## src/rtl/alu_seq_pkg.sv

```systemverilog
// Shared types and defaults for the ALU instruction sequencer.
// Holds the FSM state encoding and default geometry.
package alu_seq_pkg;

    localparam int IW_DEF    = 8;
    localparam int DEPTH_DEF = 8;

    typedef enum logic [1:0] {
        IDLE   = 2'd0,
        ISSUE  = 2'd1,
        WAIT   = 2'd2,
        FINISH = 2'd3
    } state_t;

endpackage

```

## src/rtl/alu_prog_buf.sv

```systemverilog
// Program buffer: one synchronous write port, one async read port.
// Contents are not reset; power-up value is undefined.
module alu_prog_buf
    import alu_seq_pkg::*;
#(
    parameter int IW    = IW_DEF,
    parameter int DEPTH = DEPTH_DEF,
    localparam int AW   = $clog2(DEPTH)
) (
    input  logic          CLK,
    input  logic          we,
    input  logic [AW-1:0] waddr,
    input  logic [IW-1:0] wdata,
    input  logic [AW-1:0] raddr,
    output logic [IW-1:0] rdata
);

    logic [IW-1:0] mem [DEPTH];

    // store one instruction word per enabled edge
    always_ff @(posedge CLK) begin
        if (we) begin
            mem[waddr] <= wdata;
        end
    end

    assign rdata = mem[raddr];

endmodule

```

## src/rtl/alu_sequencer.sv

```systemverilog
// Steps through a loaded program, handing one instruction at a time
// to the ALU with a valid/ready handshake and waiting for alu_done.
module alu_sequencer
    import alu_seq_pkg::*;
#(
    parameter int IW    = IW_DEF,
    parameter int DEPTH = DEPTH_DEF,
    localparam int AW   = $clog2(DEPTH)
) (
    input  logic          CLK,
    input  logic          RST,
    input  logic          load_en,
    input  logic [AW-1:0] load_addr,
    input  logic [IW-1:0] load_data,
    input  logic          start,
    input  logic [AW:0]   length,
    input  logic          abort,
    output logic [IW-1:0] instr,
    output logic          instr_valid,
    input  logic          instr_ready,
    input  logic          alu_done,
    output logic [AW-1:0] pc,
    output logic          busy,
    output logic          done,
    output logic          error
);

    localparam logic [AW:0] LEN_MAX = (AW+1)'(DEPTH);
    localparam logic [AW:0] LEN_ONE = (AW+1)'(1);

    state_t        state_q, state_d;
    logic [AW-1:0] pc_q, pc_d;
    logic [AW:0]   len_q, len_d;
    logic          err_q, err_d;
    logic          len_ok, last, we;
    logic [IW-1:0] rdata;

    assign len_ok = (length != '0) && (length <= LEN_MAX);
    assign last   = ({1'b0, pc_q} == (len_q - LEN_ONE));

    // writes only land while idle so a running program never changes
    assign we = load_en && (state_q == IDLE) && !RST;

    alu_prog_buf #(
        .IW    (IW),
        .DEPTH (DEPTH)
    ) u_buf (
        .CLK   (CLK),
        .we    (we),
        .waddr (load_addr),
        .wdata (load_data),
        .raddr (pc_q),
        .rdata (rdata)
    );

    // state, pc, latched length and error pulse registers
    always_ff @(posedge CLK) begin
        if (RST) begin
            state_q <= IDLE;
            pc_q    <= '0;
            len_q   <= '0;
            err_q   <= 1'b0;
        end else begin
            state_q <= state_d;
            pc_q    <= pc_d;
            len_q   <= len_d;
            err_q   <= err_d;
        end
    end

    // next-state logic; abort outranks ready and alu_done
    always_comb begin
        state_d = state_q;
        pc_d    = pc_q;
        len_d   = len_q;
        err_d   = 1'b0;
        unique case (state_q)
            IDLE: begin
                if (start) begin
                    if (len_ok) begin
                        len_d   = length;
                        pc_d    = '0;
                        state_d = ISSUE;
                    end else begin
                        err_d = 1'b1;
                    end
                end
            end
            ISSUE: begin
                if (abort) begin
                    state_d = FINISH;
                end else if (instr_ready) begin
                    state_d = WAIT;
                end
            end
            WAIT: begin
                if (abort) begin
                    state_d = FINISH;
                end else if (alu_done) begin
                    if (last) begin
                        state_d = FINISH;
                    end else begin
                        pc_d    = pc_q + AW'(1);
                        state_d = ISSUE;
                    end
                end
            end
            FINISH: begin
                state_d = IDLE;
            end
            default: begin
                state_d = IDLE;
            end
        endcase
    end

    assign instr_valid = (state_q == ISSUE);
    assign instr       = instr_valid ? rdata : '0;
    assign pc          = pc_q;
    assign busy        = (state_q != IDLE);
    assign done        = (state_q == FINISH);
    assign error       = err_q;

endmodule

```

## config.mk

```make
export PLATFORM = sky130hd
export DESIGN_NAME = alu_sequencer
export DESIGN_NICKNAME = d
export VERILOG_FILES = /design/src/rtl/alu_seq_pkg.sv /design/src/rtl/alu_prog_buf.sv /design/src/rtl/alu_sequencer.sv
export SDC_FILE = /design/constraint.sdc
export NUM_CORES = 1
export LEC_CHECK = 0
export BUFFER_PORTS_ARGS = -buffer_cell sky130_fd_sc_hd__buf_2
export CAP_MARGIN = 20
export CORE_ASPECT_RATIO = 1.75
export CORE_MARGIN = 4
export CORE_UTILIZATION = 55
export CTS_CLUSTER_DIAMETER = 30
export DETAILED_ROUTE_END_ITERATION = 12
export HOLD_SLACK_MARGIN = 0.02
export PLACE_DENSITY = 0.75
export SYNTH_ARGS = -nofsm -noshare
export SYNTH_HDL_FRONTEND = slang
export SYNTH_SLANG_ARGS = --single-unit
```

## constraint.sdc

```tcl
create_clock -name CLK -period 6.23 [get_ports CLK]
set_clock_uncertainty 0.15 [all_clocks]
set_input_delay 0.3115 -clock CLK [delete_from_list [all_inputs] [get_ports CLK]]
set_output_delay 0.3115 -clock CLK [all_outputs]
set_load 0.03 [all_outputs]
```

# == Word-level counts from Yosys, hierarchy flattened ==
# Memory sizes are Yosys's and may differ from the RTL's. A register that Yosys moved wholly into a read port is not among the register bits.
# Index checks and enable logic that the tools add are counted.
# totals
reg_bits,10
elab_cells,53
ram_bits,64
out_inout_bits,15
mem_count,1
# op_classes
muxes,20
n_eq_ne,11
n_lt_le_gt_ge,1
n_bitwise,2
addsub,2
n_reduce_logical,12
# mem_list
name,depth,word_bits,read_ports,rd_clocked_by_memory_dff,write_ports,line,source
u_buf.mem,8,8,1,1,1,alu_prog_buf.sv:18,logic [IW-1:0] mem [DEPTH];
# op_table
op,n
2-to-1 mux 3 bit,7
2-to-1 mux 2 bit,7
!= test 2 bit (second input constant),5
2-to-1 mux 8 bit,1
case mux 2 bit (4 select lines),1
case mux 3 bit (2 select lines),1
AND reduction 6 bit,1
equality test 2 bit (second input constant),2
equality test 3 x 4 -> 1 bit,1
<= comparator 4 bit (second input constant),1
AND reduction 4 bit,1
nonzero test 2 bit,2
nonzero test 4 bit,1
subtractor 4 x 1 -> 4 bit (second input constant),1
adder 3 x 1 -> 3 bit (second input constant),1
logical AND 1 bit,3
2-to-1 mux 1 bit,3
!= test 3 x 2 -> 1 bit (second input constant),1
!= test 3 bit (second input constant),1
AND reduction 3 bit,1
OR reduction 3 bit,1
equality test 2 x 1 -> 1 bit (second input constant),1
logical NOT 2 bit,1
inverter 1 bit,2
logical NOT 1 bit,1

# == Depth between registers and ports, before layout ==
# Gate-level depths: netlist (run 1).
# depth
word_depth,8
ltp_mapped,6
mapped_depth_nobuf,6

# == By module ==
# From an unflattened synthesis (run 1), not the netlist that was laid out.
# hier_totals
cells_unflattened,196
area_unflattened_um2,3283.1
# by_module_without_submodules
mod,cells_each,n_inst,area_per_inst_um2,seq_area_each_um2
alu_prog_buf,106,1,2531.2,1921.8
alu_sequencer,90,1,752.0,200.2

# == Least setup slack after synthesis (run 1) ==
# OpenSTA, ideal clock, no wires.
# synth_timing
path_type,register -> register
startpoint,register state_q[0]
endpoint,"memory u_buf.mem[0][0] (netlist bit), enable pin"
period_less_slack_ns,2.151
setup_slack_ns,4.079
t_arrival_ns,1.618
path_stages_with_launch,6
cell_sequence,dfxtp_1 -> nor2_1 -> inv_1 -> nor3b_1 -> nand2b_1 -> nor3_1
# synth_between
elab_chain_cells,5
# synth_lines
item,line,source
"start, declared",alu_sequencer.sv:31,"state_t state_q, state_d;"
"start signal, assigned",alu_sequencer.sv:64,state_q <= state_d;
logical NOT 2 bit,alu_sequencer.sv:42,assign we = load_en && (state_q == IDLE) && !RST;
logical AND 1 bit (2 in series),alu_sequencer.sv:42,
2-to-1 mux 1 bit,alu_prog_buf.sv:22,if (we) begin
2-to-1 mux 1 bit (implied by the code),alu_prog_buf.sv:23,mem[waddr] <= wdata;
"end, declared",alu_prog_buf.sv:18,
# No other way between the ends.

==> results of run 1 <==
[state kept, by name (all words and copies together) (netlist names), named ones only]
signal and cells:
error 1, len_q 4, pc 3, state_q 2
u_buf.mem 64
[per-layer routing]
layer  vias up  routed length, um  GRT usage [%]
met2        42               3120           30.7
met4         0                 34           10.2
met1       900               2120           21.5
met5         -                  0              0
met3         4                279           4.43
li1        845                  -              -
[final cells by class]
class                   instances  area, sq um  area share [%]
clock buffers                  11          131            3.63
well taps                      76         95.1            2.63
repair buffers                 39          210            5.81
multi-input cells             107          971            26.8
inverters                       4         15.0           0.415
clock inverters                 4         16.3           0.449
flip-flops and latches         77         2180            60.3
[where the power goes]
group          internal (mW)  switching (mW)  total, mW  leakage, nW
combinational         0.0281          0.0481     0.0763        0.462
sequential             0.566         0.00592      0.572        0.683
clock                  0.138           0.151      0.289       0.0757
[kinds of logic after synthesis]
family / Yosys count
AO/OA/AOI/OAI: 20
XOR/XNOR: 3
adder cells (fa/ha/maj): 2
buffers and inverters: 11
flip-flops: 77
multiplexers: 33
AND/OR/NAND/NOR: 49
[worst max path at each step]
stage | startpoint | end | cells past startpoint
2_1_floorplan | state_q[0]$_SDFFE_PP0P_ | u_buf.mem[0][0]$_DFFE_PP_ | 5
3_3_place_gp | flip-flop | instr[3] | 4
3_5_place_dp | flip-flop | instr[0] | 4
4_1_cts | flip-flop | instr[0] | 4
5_1_grt | flip-flop | instr[7] | 5
6_report | flip-flop | instr[5] | 5
[cell usage in the layout (no fill, tap or decap), types with 4 or more instances in the layout]
master	n
a21oi_1	4
inv_1	4
buf_2	36
nor2_1	20
o21ai_0	7
dfxtp_1	13
clkbuf_8	9
mux4_2	16
mux2i_1	17
edfxtp_1	64
nand2b_1	9
nand2_1	7
==> results by group, run 1 <==
Clock tree
  • Worst skew pair latency: 330 ps
  • H-tree Lvls: 3
  • Post-CTS Setup Bufs: 0
  • Clock Pin Slew Worst Setup and Hold Paths: 70 ps
  • CTS Sinks: 77
  • TritonCTS clock tree: yes
  • PostCTS Resize Cnt: 0
  • CTS Hold Bufs: 0
  • Max clock buf depth: 2
  • TritonCTS Buffers: 9
  • Clock root buffer master: clkbuf_8

Synth
  • Syn nets: 219
  • Area leader, netlist: edfxtp_1
  • Ys async rst share: 0%
  • Top post-synthesis cells by count: edfxtp_1, nor2_1, mux2i_1
  • Synth Area in Adders: 0.782%
  • Ys flop type: edfxtp_1
  • Synth Area in Compound Gates: roughly 4.3%
  • Multiplexer share of the synthesized area: between 10% and 20%
  • Yosys warning count: 0
  • Synth top area share: 60.0%
  • Most common cell in the synthesized netlist: edfxtp_1
  • Post-Synthesis Cell Area: 3200 sq um
  • Avg Synthesized Cell Area: 16.4 sq um
  • Largest family of logic cells by synthesized area: multiplexers
  • Xor/xnor share of the synthesized area: 0.821%
  • Synth cell types: 33
  • Cell count after synthesis: 195
  • EDFF count, synth: 64
  • Synth Register Bits: slightly below 80
  • Simple-gate portion of the synthesized area: 7.89%
  • Area contributors post-synth: edfxtp_1, mux4_2, dfxtp_1
  • Sequential-to-total area share from yosys stat: approximately two thirds

STA
  • Final WS setup: 3680 ps
  • Fin crit share: between 40% and 50%
  • Minimum clock period: 2550 ps
  • Slew HR: about two fifths
  • Slew @ Worst Pin: 923 ps
  • Final setup fails: 0
  • Max Freq: 392 MHz
  • Setup_tns: 0 ps
  • Final Hold Viols: 0
  • Max-slew violation count: 0
  • RSZ-0062 raised after global routing: false
  • Hold Slack: ~90 ps

Setup path
  • Top delay family on crit path: multiplexers
  • Critical Path AT: 2090 ps
  • Crit-path slowest cell: dfxtp_1
  • R2r setup slk: a little under 4000 ps
  • Worst Path Max Fanout: 10
  • RR Startpoint: state_q[0]$_SDFFE_PP0P_
  • CP Capture Type: output pin
  • Cell count of the worst reg-to-reg path: 5
  • CP max stage delay: 620 ps
  • Required @ worst endpoint: 5770 ps
  • Critical path buffers and inverters: 2
  • Startpoint Class: flip-flop
  • Critical path class: flip-flop to output pin
  • Cell Chain, Critical Path: buf_8, mux4_2, mux2i_1, nor2_1, buf_2
  • Reg2reg end: u_buf.mem[7][5]$_DFFE_PP_

Global routing
  • First-pass GRT wire length: 9170 um
  • Total global-route track usage: 18.4%
  • Largest net degree at the start of global routing: 17
  • Antenna violations before repair: 0
  • Vias in the first global route: 1820
  • GR Overflow Total: 0

Placed design
  • Placed Cells incl. Taps: 302
  • Area post-placement: 3460 sq um
  • GPL Wtd Cong: 0.731
  • Place WS: 3660 ps
  • # port buffers: 36
  • Final HPWL DP: about 4000 um

Min path
  • Hold Path Class: input pin to flip-flop
  • Min-Delay Path Depth: 1
  • Worst Hold Path EP: u_buf.mem[3][6]$_DFFE_PP_
  • HP Start: load_data[6]

Cells and area
  • Fin cells: 318
  • Layout area overhead: 13.1%
  • Nets: about 260
  • Final core occ: 64.3%
  • Post-Layout Inst Area: 3620 sq um
  • Antenna Cells: 0
  • Fillers: 436
  • Share of cells above drive strength 1: 28.5%

Detailed routing
  • ANT nets after route: 0
  • Initial detailed-routing violation count: 76
  • Wirelength, routed: 5560 um
  • DR DRC count: 0
  • Total iterations of the first detailed-routing run: 4
  • Post-DR wirelength/cell: 17.5 um
  • Routed vias: 1791
  • Vias per std cell: ~5.6

Die
  • I/O pin count: 37
  • Die Width: between 60 and 70 um
  • Die area: 7150 sq um
  • Chip height: 109 um
  • Core area: roughly 5600 sq um
  • Row count: 36
  • Initial Util: a little under three fifths

Power
  • PD cells: 259 nW/um^2
  • Pwr Total: 0.937 mW
  • Lkg Pwr: 1.22 nW
  • Max IR drop VDD: 0.000225 V

Outcome
  • Run status: finished, final reports clean

Job
  • # Max-Cap Violations: 0
Note: power is estimated with default switching activity, not from simulation.
==> run 2, diff against run 1 <==
==> constraint.sdc (replaced) <==
create_clock -name CLK -period 2.35 [get_ports CLK]
set_clock_uncertainty 0.15 [all_clocks]
set_input_delay 0.1175 -clock CLK [delete_from_list [all_inputs] [get_ports CLK]]
set_output_delay 0.1175 -clock CLK [all_outputs]
set_load 0.03 [all_outputs]
==> results by group, run 2 (synthesis gave the netlist of run 1 again) <==
Job
  • # Max-Cap Violations: 0

Cells and area
  • Nets: 291
  • Most common cell after layout, fill and taps aside: edfxtp_1
  • Max reg flops: 64
  • Antenna Cells: 0
  • Register area: 2180 sq um
  • Footprint of the multi-input gates: between 900 and 1000 sq um
  • Biggest register: u_buf.mem
  • Share of cells above drive strength 1: between 20% and 30%
  • Fillers: between 300 and 400
  • Commonest non-fill, non-tap cells in the layout: edfxtp_1, buf_2, dlygate4sd3_1
  • Layout area overhead: 21.9%

Power
  • Combinational share of power: 9.5%
  • Max IR drop VDD: 0.000431 V
  • Lkg Pwr: approximately 1.4 nW
  • Int Pwr: 1.96 mW
  • Clock power frac: about 30%
  • P_sw: 0.568 mW
  • Pwr Total: between 2 and 3 mW
  • Flop pwr share: 59.9%
  • PD cells: 648 nW/um^2
  • Sw Share: between 20% and 30%

Setup path
  • Critical Path AT: 2320 ps
  • Critical path class: input pin to flip-flop
  • Cell count of the worst reg-to-reg path: 7
  • Required @ worst endpoint: 2440 ps
  • CP Capture Type: flip-flop
  • Worst Path Max Fanout: 4
  • Startpoint Class: input pin

STA
  • Max-slew violation count: 0
  • Slew @ Worst Pin: around 530 ps
  • Final setup fails: 0
  • Max Freq: between 400 and 500 MHz
  • Final Hold Viols: 0
  • Slew HR: between 60% and 70%
  • RSZ-0062 raised after global routing: false
  • Minimum clock period: 2230 ps
  • Fin crit share: 94.9%
  • Setup_tns: 0 ps

Detailed routing
  • Total iterations of the first detailed-routing run: 4
  • Vias per std cell: 5.36
  • ANT nets after route: 0
  • Routed vias: around 1900
  • Wirelength, routed: about 5900 um
  • Initial detailed-routing violation count: around 90
  • DR DRC count: 0
  • Post-DR wirelength/cell: around 17 um

Global routing
  • Antenna violations before repair: 0
  • Vias in the first global route: between 2000 and 2500
  • GR Overflow Total: 0
  • First-pass GRT wire length: 9960 um
  • Total global-route track usage: 19.4%
  • Largest net degree at the start of global routing: 17

Placed design
  • Final HPWL DP: 4100 um
  • # port buffers: 36
  • GPL Wtd Cong: ~0.8

Clock tree
  • Post-CTS Setup Bufs: 0
  • TritonCTS Buffers: 9
  • CTS Sinks: 77
  • TritonCTS clock tree: yes
  • Clock root buffer master: clkbuf_8
  • H-tree Lvls: 3
  • Clock Pin Slew Worst Setup and Hold Paths: 70 ps
  • Worst skew pair latency: roughly 340 ps
  • Max clock buf depth: 2

Die
  • Initial Util: 56.9%
  • Row count: 36
  • Die area: approximately 7200 sq um
  • Chip height: 109 um
  • Die Width: 65.7 um
  • I/O pin count: 37
  • Core area: 5630 sq um

Min path
  • Min-Delay Path Depth: 4
  • Hold Path Class: input pin to flip-flop

Outcome
  • Run status: finished, final reports clean
## run 2: final cells by class
cell class                      instances  share of cell area, %
Sequential cell                        77                   55.9
Multi-Input combinational cell        107                   25.3
Timing Repair Buffer                   68                   12.3
Clock buffer                           10                   3.27
Tap cell                               76                   2.44
Clock inverter                          5                  0.481
Inverter                                4                  0.385
## run 2: final timing paths
| check | start | end | slack [ps] |
|---|---|---|---|
| min | abort | state_q[0]$_SDFFE_PP0P_ | 70 |
| min reg2reg | pc[1]$_SDFFE_PP0P_ | pc[1]$_SDFFE_PP0P_ | 400 |
| max reg2reg | len_q[0]$_SDFFE_PP0P_ | state_q[1]$_SDFFE_PP0P_ | 170 |
| max | length[2] | len_q[1]$_SDFFE_PP0P_ | 120 |
## run 2: power groups by stage
stage                     clock network, mW  logic (mW)  registers [mW]
after detailed placement                  0       0.210            1.54
after global routing                  0.857       0.266            1.52
after global placement                    0       0.208            1.54
after floorplan                           0       0.131            1.54
after CTS                             0.797       0.239            1.51
final                                 0.774       0.241            1.51
## run 2: critical path: stages
cell and delay [ps]:
dlygate4sd3_1 540, buf_2 150, or4_4 520, nand3_2 160, mux2i_1 220, nor2_1 50
dlygate4sd3_1 550
## run 2: timing repair
action	CTS	global route
resized for setup	0	4
endpoints found under the hold margin	71	0
hold buffers	22	0
setup endpoints to repair	0	10
## run 2: through the flow
step                      instances  instance area, sq um  setup slack, ps  utilization (%)  hold WS, ps
after global routing            347                  3900             8.82             69.3         66.6
after global placement          310                  3520              431             62.5          237
final                           347                  3900              120             69.3         66.8
after CTS                       347                  3880             34.0             69.0         49.7
after detailed placement        310                  3520              410             62.5          247
after floorplan                 195                  3200              199                -         66.4
## run 2: metal layers
| metal | vias to the layer above | part of all wire, % | global-route usage (%) |
|---|---|---|---|
| li1 | 906 | - | - |
| met1 | 904 | 37 | 21.5 |
| met2 | 44 | 57 | 35.0 |
| met3 | 7 | 4.5 | 3.92 |
| met4 | 0 | 1.2 | 8.90 |
| met5 | - | 0 | 0 |
